## src/rtl/clk_rst_pkg.sv

```systemverilog
// ----------------------------------------------------------------------------
// clk_rst_pkg
// Shared definitions for the clock-enable / reset sequencer:
//   - state_t and the four FSM state encodings (WAIT_LOCK/HOLD/RUN/STRETCH)
//   - divider terminal counts (11 for /12, 15 for /16, 31 for /32)
//   - default LOCK_HOLD and RST_EXT values
//   - next_cnt12(): modulo-12 increment helper for the main-CPU divider
// ----------------------------------------------------------------------------
package clk_rst_pkg;

    typedef logic [1:0] state_t;

    localparam state_t ST_WAIT_LOCK = 2'd0;
    localparam state_t ST_HOLD      = 2'd1;
    localparam state_t ST_RUN       = 2'd2;
    localparam state_t ST_STRETCH   = 2'd3;

    localparam logic [3:0] CNT12_LAST    = 4'd11;
    localparam logic [3:0] CNT32_LO_LAST = 4'd15;
    localparam logic [4:0] CNT32_LAST    = 5'd31;

    localparam int unsigned LOCK_HOLD_DEF = 32'd1024;
    localparam int unsigned RST_EXT_DEF   = 32'd16;

    // Modulo-12 increment: wraps 11 -> 0 so every phase is visited once.
    function automatic logic [3:0] next_cnt12(input logic [3:0] cnt);
        logic [3:0] nxt;
        if (cnt == CNT12_LAST) begin
            nxt = 4'd0;
        end else begin
            nxt = cnt + 4'd1;
        end
        return nxt;
    endfunction

endpackage

```

## src/rtl/sync_2ff.sv

```systemverilog
// ----------------------------------------------------------------------------
// sync_2ff
// Two-flop synchronizer for a single asynchronous level signal.
// Ports:
//   clk    in  destination clock
//   rst_n  in  synchronous active-low reset (both flops cleared to 0)
//   d      in  asynchronous input
//   q      out synchronized output (two clk cycles of latency)
// ----------------------------------------------------------------------------
module sync_2ff (
    input  logic clk,
    input  logic rst_n,
    input  logic d,
    output logic q
);

    logic meta_r;
    logic sync_r;

    // Two-stage capture; first stage may go metastable, second resolves it.
    always_ff @(posedge clk) begin
        if (!rst_n) begin
            meta_r <= 1'b0;
            sync_r <= 1'b0;
        end else begin
            meta_r <= d;
            sync_r <= meta_r;
        end
    end

    assign q = sync_r;

endmodule

```

## src/rtl/clk_rst_seq.sv

```systemverilog
// ----------------------------------------------------------------------------
// clk_rst_seq
// Core reset sequencer and clock-enable generator. Waits for a stable PLL
// lock (LOCK_HOLD cycles), releases core_reset, then produces the CPU/PSG
// clock enables. soft_rst re-asserts core_reset, stretched by RST_EXT cycles
// after the request drops. Losing lock always returns to WAIT_LOCK.
// Parameters:
//   LOCK_HOLD  stable-lock cycles before release (2..65535)
//   RST_EXT    core_reset stretch after soft_rst falls (1..255)
// Ports:
//   clk_sys     in  48 MHz system clock (only clock in the block)
//   rst_n       in  synchronous active-low block reset
//   pll_locked  in  PLL lock flag, asynchronous
//   soft_rst    in  level-sensitive core reset request
//   pause       in  freezes clock enables (only with CLK_RST_SEQ_PAUSE_EN)
//   core_reset  out active-high downstream reset (registered)
//   ce_4m       out one-cycle enable every 12 cycles
//   ce_3m       out one-cycle enable every 16 cycles
//   ce_1m5      out one-cycle enable every 32 cycles
//   state_o     out current FSM state
// Build option: define CLK_RST_SEQ_PAUSE_EN to make pause functional;
// otherwise the port exists but is ignored.
// ----------------------------------------------------------------------------
module clk_rst_seq
    import clk_rst_pkg::*;
#(
    parameter int unsigned LOCK_HOLD = LOCK_HOLD_DEF,
    parameter int unsigned RST_EXT   = RST_EXT_DEF
) (
    input  logic       clk_sys,
    input  logic       rst_n,
    input  logic       pll_locked,
    input  logic       soft_rst,
    input  logic       pause,
    output logic       core_reset,
    output logic       ce_4m,
    output logic       ce_3m,
    output logic       ce_1m5,
    output logic [1:0] state_o
);

    localparam logic [15:0] HOLD_LAST = 16'(LOCK_HOLD - 32'd1);
    localparam logic [7:0]  STR_LOAD  = 8'(RST_EXT - 32'd1);

    logic        lock_s;
    logic        pause_s;
    state_t      state_r;
    state_t      state_nxt_s;
    logic [15:0] hold_cnt_r;
    logic [15:0] hold_nxt_s;
    logic [7:0]  str_cnt_r;
    logic [7:0]  str_nxt_s;
    logic [3:0]  cnt12_r;
    logic [4:0]  cnt32_r;
    logic        run_s;
    logic        adv_s;
    logic        core_reset_r;
    logic        ce_4m_r;
    logic        ce_3m_r;
    logic        ce_1m5_r;

    sync_2ff u_lock_sync (
        .clk   (clk_sys),
        .rst_n (rst_n),
        .d     (pll_locked),
        .q     (lock_s)
    );

`ifdef CLK_RST_SEQ_PAUSE_EN
    assign pause_s = pause;
`else
    logic pause_unused_s;
    assign pause_unused_s = pause;
    assign pause_s        = 1'b0;
`endif

    // Next-state and counter-update logic; loss of lock overrides everything.
    always_comb begin
        state_nxt_s = state_r;
        hold_nxt_s  = hold_cnt_r;
        str_nxt_s   = str_cnt_r;
        if (!lock_s) begin
            state_nxt_s = ST_WAIT_LOCK;
            hold_nxt_s  = 16'd0;
            str_nxt_s   = 8'd0;
        end else begin
            case (state_r)
                ST_WAIT_LOCK: begin
                    state_nxt_s = ST_HOLD;
                    hold_nxt_s  = 16'd0;
                end
                ST_HOLD: begin
                    if (hold_cnt_r == HOLD_LAST) begin
                        state_nxt_s = ST_RUN;
                        hold_nxt_s  = 16'd0;
                    end else begin
                        hold_nxt_s = hold_cnt_r + 16'd1;
                    end
                end
                ST_RUN: begin
                    if (soft_rst) begin
                        state_nxt_s = ST_STRETCH;
                        str_nxt_s   = STR_LOAD;
                    end else begin
                        state_nxt_s = ST_RUN;
                    end
                end
                ST_STRETCH: begin
                    // Request still high: keep reloading so the stretch
                    // is measured from the falling edge of soft_rst.
                    if (soft_rst) begin
                        str_nxt_s = STR_LOAD;
                    end else if (str_cnt_r == 8'd0) begin
                        state_nxt_s = ST_RUN;
                    end else begin
                        str_nxt_s = str_cnt_r - 8'd1;
                    end
                end
                default: begin
                    state_nxt_s = ST_WAIT_LOCK;
                    hold_nxt_s  = 16'd0;
                    str_nxt_s   = 8'd0;
                end
            endcase
        end
    end

    // Dividers only move while RUN continues; the cycle leaving RUN clears
    // them so a later RUN entry always starts from phase 0.
    assign run_s = (state_r == ST_RUN) && (state_nxt_s == ST_RUN);
    assign adv_s = run_s && !pause_s;

    // FSM state, sequencing counters and registered core_reset.
    always_ff @(posedge clk_sys) begin
        if (!rst_n) begin
            state_r      <= ST_WAIT_LOCK;
            hold_cnt_r   <= 16'd0;
            str_cnt_r    <= 8'd0;
            core_reset_r <= 1'b1;
        end else begin
            state_r      <= state_nxt_s;
            hold_cnt_r   <= hold_nxt_s;
            str_cnt_r    <= str_nxt_s;
            core_reset_r <= (state_nxt_s != ST_RUN);
        end
    end

    // Divider counters and registered clock enables.
    always_ff @(posedge clk_sys) begin
        if (!rst_n) begin
            cnt12_r  <= 4'd0;
            cnt32_r  <= 5'd0;
            ce_4m_r  <= 1'b0;
            ce_3m_r  <= 1'b0;
            ce_1m5_r <= 1'b0;
        end else begin
            if (state_nxt_s != ST_RUN) begin
                cnt12_r <= 4'd0;
                cnt32_r <= 5'd0;
            end else if (adv_s) begin
                cnt12_r <= next_cnt12(cnt12_r);
                cnt32_r <= cnt32_r + 5'd1;
            end else begin
                cnt12_r <= cnt12_r;
                cnt32_r <= cnt32_r;
            end
            ce_4m_r  <= adv_s && (cnt12_r == CNT12_LAST);
            ce_3m_r  <= adv_s && (cnt32_r[3:0] == CNT32_LO_LAST);
            ce_1m5_r <= adv_s && (cnt32_r == CNT32_LAST);
        end
    end

    assign core_reset = core_reset_r;
    assign ce_4m      = ce_4m_r;
    assign ce_3m      = ce_3m_r;
    assign ce_1m5     = ce_1m5_r;
    assign state_o    = state_r;

endmodule

```

## config.mk

```make
export PLATFORM = sky130hd
export DESIGN_NAME = clk_rst_seq
export DESIGN_NICKNAME = d
export VERILOG_FILES = /design/src/rtl/clk_rst_pkg.sv /design/src/rtl/sync_2ff.sv /design/src/rtl/clk_rst_seq.sv
export SDC_FILE = /design/constraint.sdc
export NUM_CORES = 1
export LEC_CHECK = 0
export ABC_AREA = 1
export CORE_MARGIN = 8
export CORE_UTILIZATION = 40
export DETAILED_ROUTE_END_ITERATION = 12
export SLEW_MARGIN = 0
export SYNTH_ARGS = -nofsm -noshare
export SYNTH_HDL_FRONTEND = slang
export SYNTH_SLANG_ARGS = --single-unit
```

## constraint.sdc

```tcl
create_clock -name clk_sys -period 2.1 [get_ports clk_sys]
set_input_delay 0.42 -clock clk_sys [delete_from_list [all_inputs] [get_ports clk_sys]]
set_output_delay 0.42 -clock clk_sys [all_outputs]
set_load 0.01 [all_outputs]
```

## Yosys cells after proc, flatten, opt, wreduce, memory -nomap -nowiden

Cells that the tools add are included.

- Word-level logic and storage cells: 51
- Bits of input ports: 5
- Output and inout bits: 6
- Flip-flop bits (word level): 41

- Multiplexer cells: 13
- Reductions and logical operators: 11
- Bitwise operators: 1
- Equality and inequality tests: 11
- $add $sub $neg: 4

Operator list:

| operator | number |
|---|---|
| 16-bit one-hot mux with 2 select lines | 1 |
| 8-bit 2-to-1 mux | 3 |
| 16-bit by 1-bit adder with 16-bit output, second input constant | 1 |
| 16-bit by 10-bit == test with 1-bit output, second input constant | 1 |
| 16-bit 2-to-1 mux | 1 |
| 8-bit one-hot mux with 2 select lines | 1 |
| 4-bit == test, second input constant | 2 |
| 8-bit zero test | 1 |
| 2-bit 2-to-1 mux | 4 |
| 2-bit one-hot mux with 4 select lines | 1 |
| 8-bit by 1-bit subtractor with 8-bit output, second input constant | 1 |
| 2-bit == test, second input constant | 3 |
| 5-bit by 1-bit adder with 5-bit output, second input constant | 1 |
| 5-bit == test, second input constant | 1 |
| 4-bit by 1-bit adder with 4-bit output, second input constant | 1 |
| 1-bit logical AND | 4 |
| 4-bit 2-to-1 mux | 1 |
| 2-bit inequality test, second input constant | 2 |
| 2-bit nonzero test | 2 |
| 3-bit inequality test, second input constant | 1 |
| 3-bit AND reduction | 1 |
| 2-bit by 1-bit == test with 1-bit output, second input constant | 1 |
| 2-bit zero test | 1 |
| 2-bit AND reduction | 1 |
| 3 further kinds | 3 |

## Longest topological paths before layout

Gate-level depths: netlist of the first run.

- Depth after elaboration: 8
- Mapped depth: 12
- Gate-level depth less buffers: 11

## Modules after synthesis

From an unflattened synthesis of the first run, not the netlist that was laid out.

- Cell total of the unflattened synthesis: 269
- Area total of the unflattened synthesis: 2117.0 sq um

Modules (own cells, without submodules):

| module | times used | cells each | area an instance (sq um) | sequential area each (sq um) |
|---|---|---|---|---|
| clk_rst_seq | 1 | 263 | 2062.0 | 780.7 |
| sync_2ff | 1 | 6 | 55.1 | 40.0 |

## Least setup slack after synthesis of the first run

Ideal clock, no wire load.

- Kind: reg2reg
- From: reg str_cnt_r[0]
- To: reg cnt12_r[0]
- Period minus slack after synthesis: 1.455 ns
- Arrival time: 1.338 ns
- Setup slack: 0.645 ns
- Required time: 1.984 ns
- Library setup time: 0.116 ns
- Stages on the path, launching flop included: 11
- Buffers on the path: 1
- Path through: dfxtp_1 -> inv_1 -> ha_1 -> nand2_1 -> nor2_4 -> nor2_4 -> nor2_8 -> nand3_1 -> buf_2 -> nand2_1 -> a21oi_2

- Word-level cells in the longest chain between the ends: 7
- Elaborated cells between the ends (all ways): 9
- Those cells by class: eq/ne: 2; mux: 4; reduce/logical: 3

Ends and longest elaborated chain:

| element | line | source |
|---|---|---|
| start: declaration | clk_rst_seq.sv:51 | `logic [7:0] str_cnt_r;` |
| start signal: assignment | clk_rst_seq.sv:143 | `str_cnt_r <= str_nxt_s;` |
| 8-bit zero test * | clk_rst_seq.sv:113 | `end else if (str_cnt_r == 8'd0) begin` |
| 2-bit 2-to-1 mux * | clk_rst_seq.sv:113 |  |
| 2-bit 2-to-1 mux * | clk_rst_seq.sv:111 | `if (soft_rst) begin` |
| 2-bit one-hot mux with 4 select lines * | clk_rst_seq.sv:87 | `case (state_r)` |
| 2-bit 2-to-1 mux * | clk_rst_seq.sv:82 | `if (!lock_s) begin` |
| 2-bit inequality test / 2-bit == test (equally long branches) | clk_rst_seq.sv:157, clk_rst_seq.sv:130 |  |
| 2-bit OR reduction (no line) / 1-bit logical AND (equally long branches) | -- |  |
| end signal: assignment | clk_rst_seq.sv:161 | `cnt12_r <= next_cnt12(cnt12_r);` |
| end signal: assignment | clk_rst_seq.sv:164 | `cnt12_r <= cnt12_r;` |
| end: declaration | clk_rst_seq.sv:53 | `logic [3:0] cnt12_r;` |

Every way passes the cells marked *; elsewhere a longest branch is shown, timed or not.
A chain may end at the register's enable or synchronous reset.

## Worst setup path in the final report of the first run

- From: reg state_r[1] (netlist: state_o[1])
- To: out state_o[1]

RTL lines:

| element | line | source |
|---|---|---|
| start: declaration | clk_rst_seq.sv:47 | `state_t state_r;` |
| start signal: assignment | clk_rst_seq.sv:141 | `state_r <= state_nxt_s;` |
| end: declaration | clk_rst_seq.sv:39 | `output logic [1:0] state_o` |

No word-level cell between the ends.

==> results.ini, run 1 <==
[floorplanning]
initial_utilization_pct=40.72
ios=11
die_w_um=87.65
core.rowCount=26
fp.coreArea_um2=5042
fp.dieArea_um2=7682
die-height_um=87.65

[hold_path]
holdCritPathClass=flip-flop to flip-flop
whs_path_depth=2

[sta]
skew_ns=0.003370
fin_crit_sh_pct=89.71
max_freq_mhz=530.8
drv_slew=0
hold_violations=0
setup_tns_ns=0
min_period_ns=1.884
setup_violations=0
grt_setup_unrepaired=false
worstMarginPinSlew_ns=0.4135
max_slew_margin_pct=72.14

[place]
port_buffers=9
dp_hpwl_um=2703
dpl-instance-area_um2=2223
place.gp.congestion=0.7696

[clock_tree]
ctsHoldBuffers=0
cts_tree=built
clk_latency_ns=0.29
cts_resized=0
numCtsBuffers=5
cts_num_sinks=41
root_buffer=clkbuf_8
clockBufferDepth=2
cts.clk_slew.worst_paths_ns=0.07
htreeDepth=2
cts_setup_buffers=0

[worst_setup_path]
slowest_stage=clkdlybuf4s50_1
critical_path_class=flip-flop to output port
path_buf_inv=1
crit_fanout=11
cp_top_family=buffers and inverters
arrival_ns=1.46
cp_num_cells=1
worst-r2r-cell-count=12
crit_required_ns=1.68
path_cells=clkdlybuf4s50_1
cpPeakStageDelay_ns=0.61
crit_path_end_kind=output port
critPathLaunchType=flip-flop

[pwr]
leakagePower_nw=0.8522
comb_power_share_pct=1.3
switchingPower_mw=0.2695
p_per_area_nw_per_um2=570.6
power_frac_clock_pct=39.5
total_power_mw=1.318
intPower_mw=1.048
peakVddDrop_v=0.0002567
p_sw_share_pct=20.45
seqPwrFrac_pct=59.2

[global_routing]
antenna_found_initial=0
grt_pass1_wl_um=7148
grt_max_degree=12
grt_usage_pct=11.65
grt_pass1_vias=1668
grt_overflow=0

[synthesis]
synth_nets=278
seq_area_frac_synth_pct=39.98
synth-simple-area-share_pct=33.94
synth.avg_cell_area_um2=7.690
synth_area_um2=2053
async_flop_share_pct=0
synth-seq-cells=41
synth.distinct_cells=35
synth.mux.area_fraction_pct=0
synth_top_family_by_area=simple AND/OR/NAND/NOR gates
netlist_instances=267
synth_compound_area_share_pct=9.385
synth-edff-count=0
yosys.area_share.adder_pct=3.656
synth_xor_area_share_pct=4.692
yosysWarnings=0
synth_flop_cell=dfxtp_1

[cells_and_area]
drive_gt1_share_pct=14.23
stdcell_area_um2=2310
diodes=0
fin_util_pct=45.81
areaGrowthSynthToFinish_pct=12.49
nNetsFinal=292

[detailed_routing]
wirelength_um=3789
viasPerCell=4.709
final_antenna_net_count=0
dr.pass1.iters=4
drt-initial-drc-count=77
route.detailed.drc=0
vias=1653
routedWlPerCell_um=10.79

[run_status]
status=complete, no violations

[run]
cap_violations=0

-- Yosys cell counts, types with 2 or more instances --
master / instances / area share, %
a21oi_1: 11 / 2.7
a21oi_2: 8 / 3.4
a31oi_1: 3 / 0.91
buf_2: 3 / 0.73
dfxtp_1: 41 / 40
ha_1: 6 / 3.7
inv_1: 31 / 5.7
inv_2: 2 / 0.37
nand2_1: 47 / 8.6
nand2_2: 2 / 0.61
nand3_1: 14 / 3.4
nand3_2: 2 / 0.98
nand3b_1: 2 / 0.73
nand4_1: 12 / 3.7
nor2_1: 37 / 6.8
nor2_2: 4 / 1.2
nor2_4: 4 / 2.2
nor3_1: 6 / 1.5
nor3_2: 2 / 0.98
nor3b_2: 2 / 1.2
o21ai_0: 5 / 1.2
xnor2_1: 2 / 0.85
xor2_1: 9 / 3.8
-- path summary, 6_finish.rpt --
kind                            from            end  slack, ns
setup / recovery          state_o[1]     state_o[1]       0.22
hold / removal    u_lock_sync.meta_r  u_lock_sync.q       0.42
setup reg to reg       hold_cnt_r[0]     cnt32_r[4]       0.30
hold reg to reg   u_lock_sync.meta_r  u_lock_sync.q       0.42
-- cell usage in the layout, fill, tap and decap left out, drive strengths merged --
cell,netlist,layout
a211oi,1,1
a21boi,1,1
a21oi,19,19
a31oi,3,3
buf,5,4
clkbuf,1,7
clkdlybuf4s50,0,9
clkinv,1,1
dfxtp,41,41
ha,6,6
inv,34,34
nand2,50,50
nand3,16,16
nand3b,2,2
nand4,12,12
nor2,46,46
nor3,8,8
nor3b,2,2
nor4,1,1
o2111ai,1,1
o21ai,5,5
or2,1,1
xnor2,2,2
xor2,9,9
-- registers in the layout (all words and copies together), names as in the netlist --
signal and cells:
core_reset 1, u_lock_sync.meta_r 1, ce_3m 1, str_cnt_r 8
cnt12_r 4, ce_1m5 1, u_lock_sync.q 1, cnt32_r 5
ce_4m 1, hold_cnt_r 16, state_o 2
-- metrics by stage --
stage	hold slack [ns]	cells	setup slack, ns
floorplan	0.3900	267	0.6455
detailed placement	0.4046	344	0.2052
global route	0.4764	351	0.04053
finish	0.4208	351	0.2162
CTS	0.4242	351	0.1862
global placement	0.3928	344	0.2197
-- power by group through the flow --
stage | Sequential (mW) | Combinational (mW) | Clock [mW]
after CTS | 0.780 | 0.0174 | 0.543
after global placement | 0.799 | 0.0172 | 0
after floorplan | 0.799 | 0.00712 | 0
final | 0.781 | 0.0171 | 0.520
after detailed placement | 0.799 | 0.0173 | 0
after global routing | 0.781 | 0.0196 | 0.574
-- routing by layer --
layer	up-vias	GRT usage (%)	part of all wire, %
li1	887	-	-
met1	743	13.27	49
met2	17	19.35	46
met3	6	3.189	3.0
met4	0	6.250	2.4
met5	-	0	0
-- final cells by class --
type	count	area, um^2
Fill cell	525	2733
Multi-Input combinational cell	185	1061
Sequential cell	41	820.8
Inverter	35	133.9
Timing Repair Buffer	13	120.1
Tap cell	70	87.58
Clock buffer	7	86.33
-- cells by family after synthesis --
kind of cell / after synthesis
xor+xnor: 11
compound gates: 30
fa+ha+maj: 6
flops: 41
simple gates: 138
buf+inv: 41
No activity file was read; power rests on OpenSTA's default activity.
==> run 2, diff against run 1 <==
--- a/config.mk
+++ b/config.mk
@@ -6,6 +6,7 @@
 export NUM_CORES = 1
 export LEC_CHECK = 0
 export ABC_AREA = 1
+export CAP_MARGIN = 0
 export CORE_MARGIN = 8
 export CORE_UTILIZATION = 40
 export DETAILED_ROUTE_END_ITERATION = 12
==> results of run 2 <==
The final DEF is identical to that of run 1; final timing and power are the same.
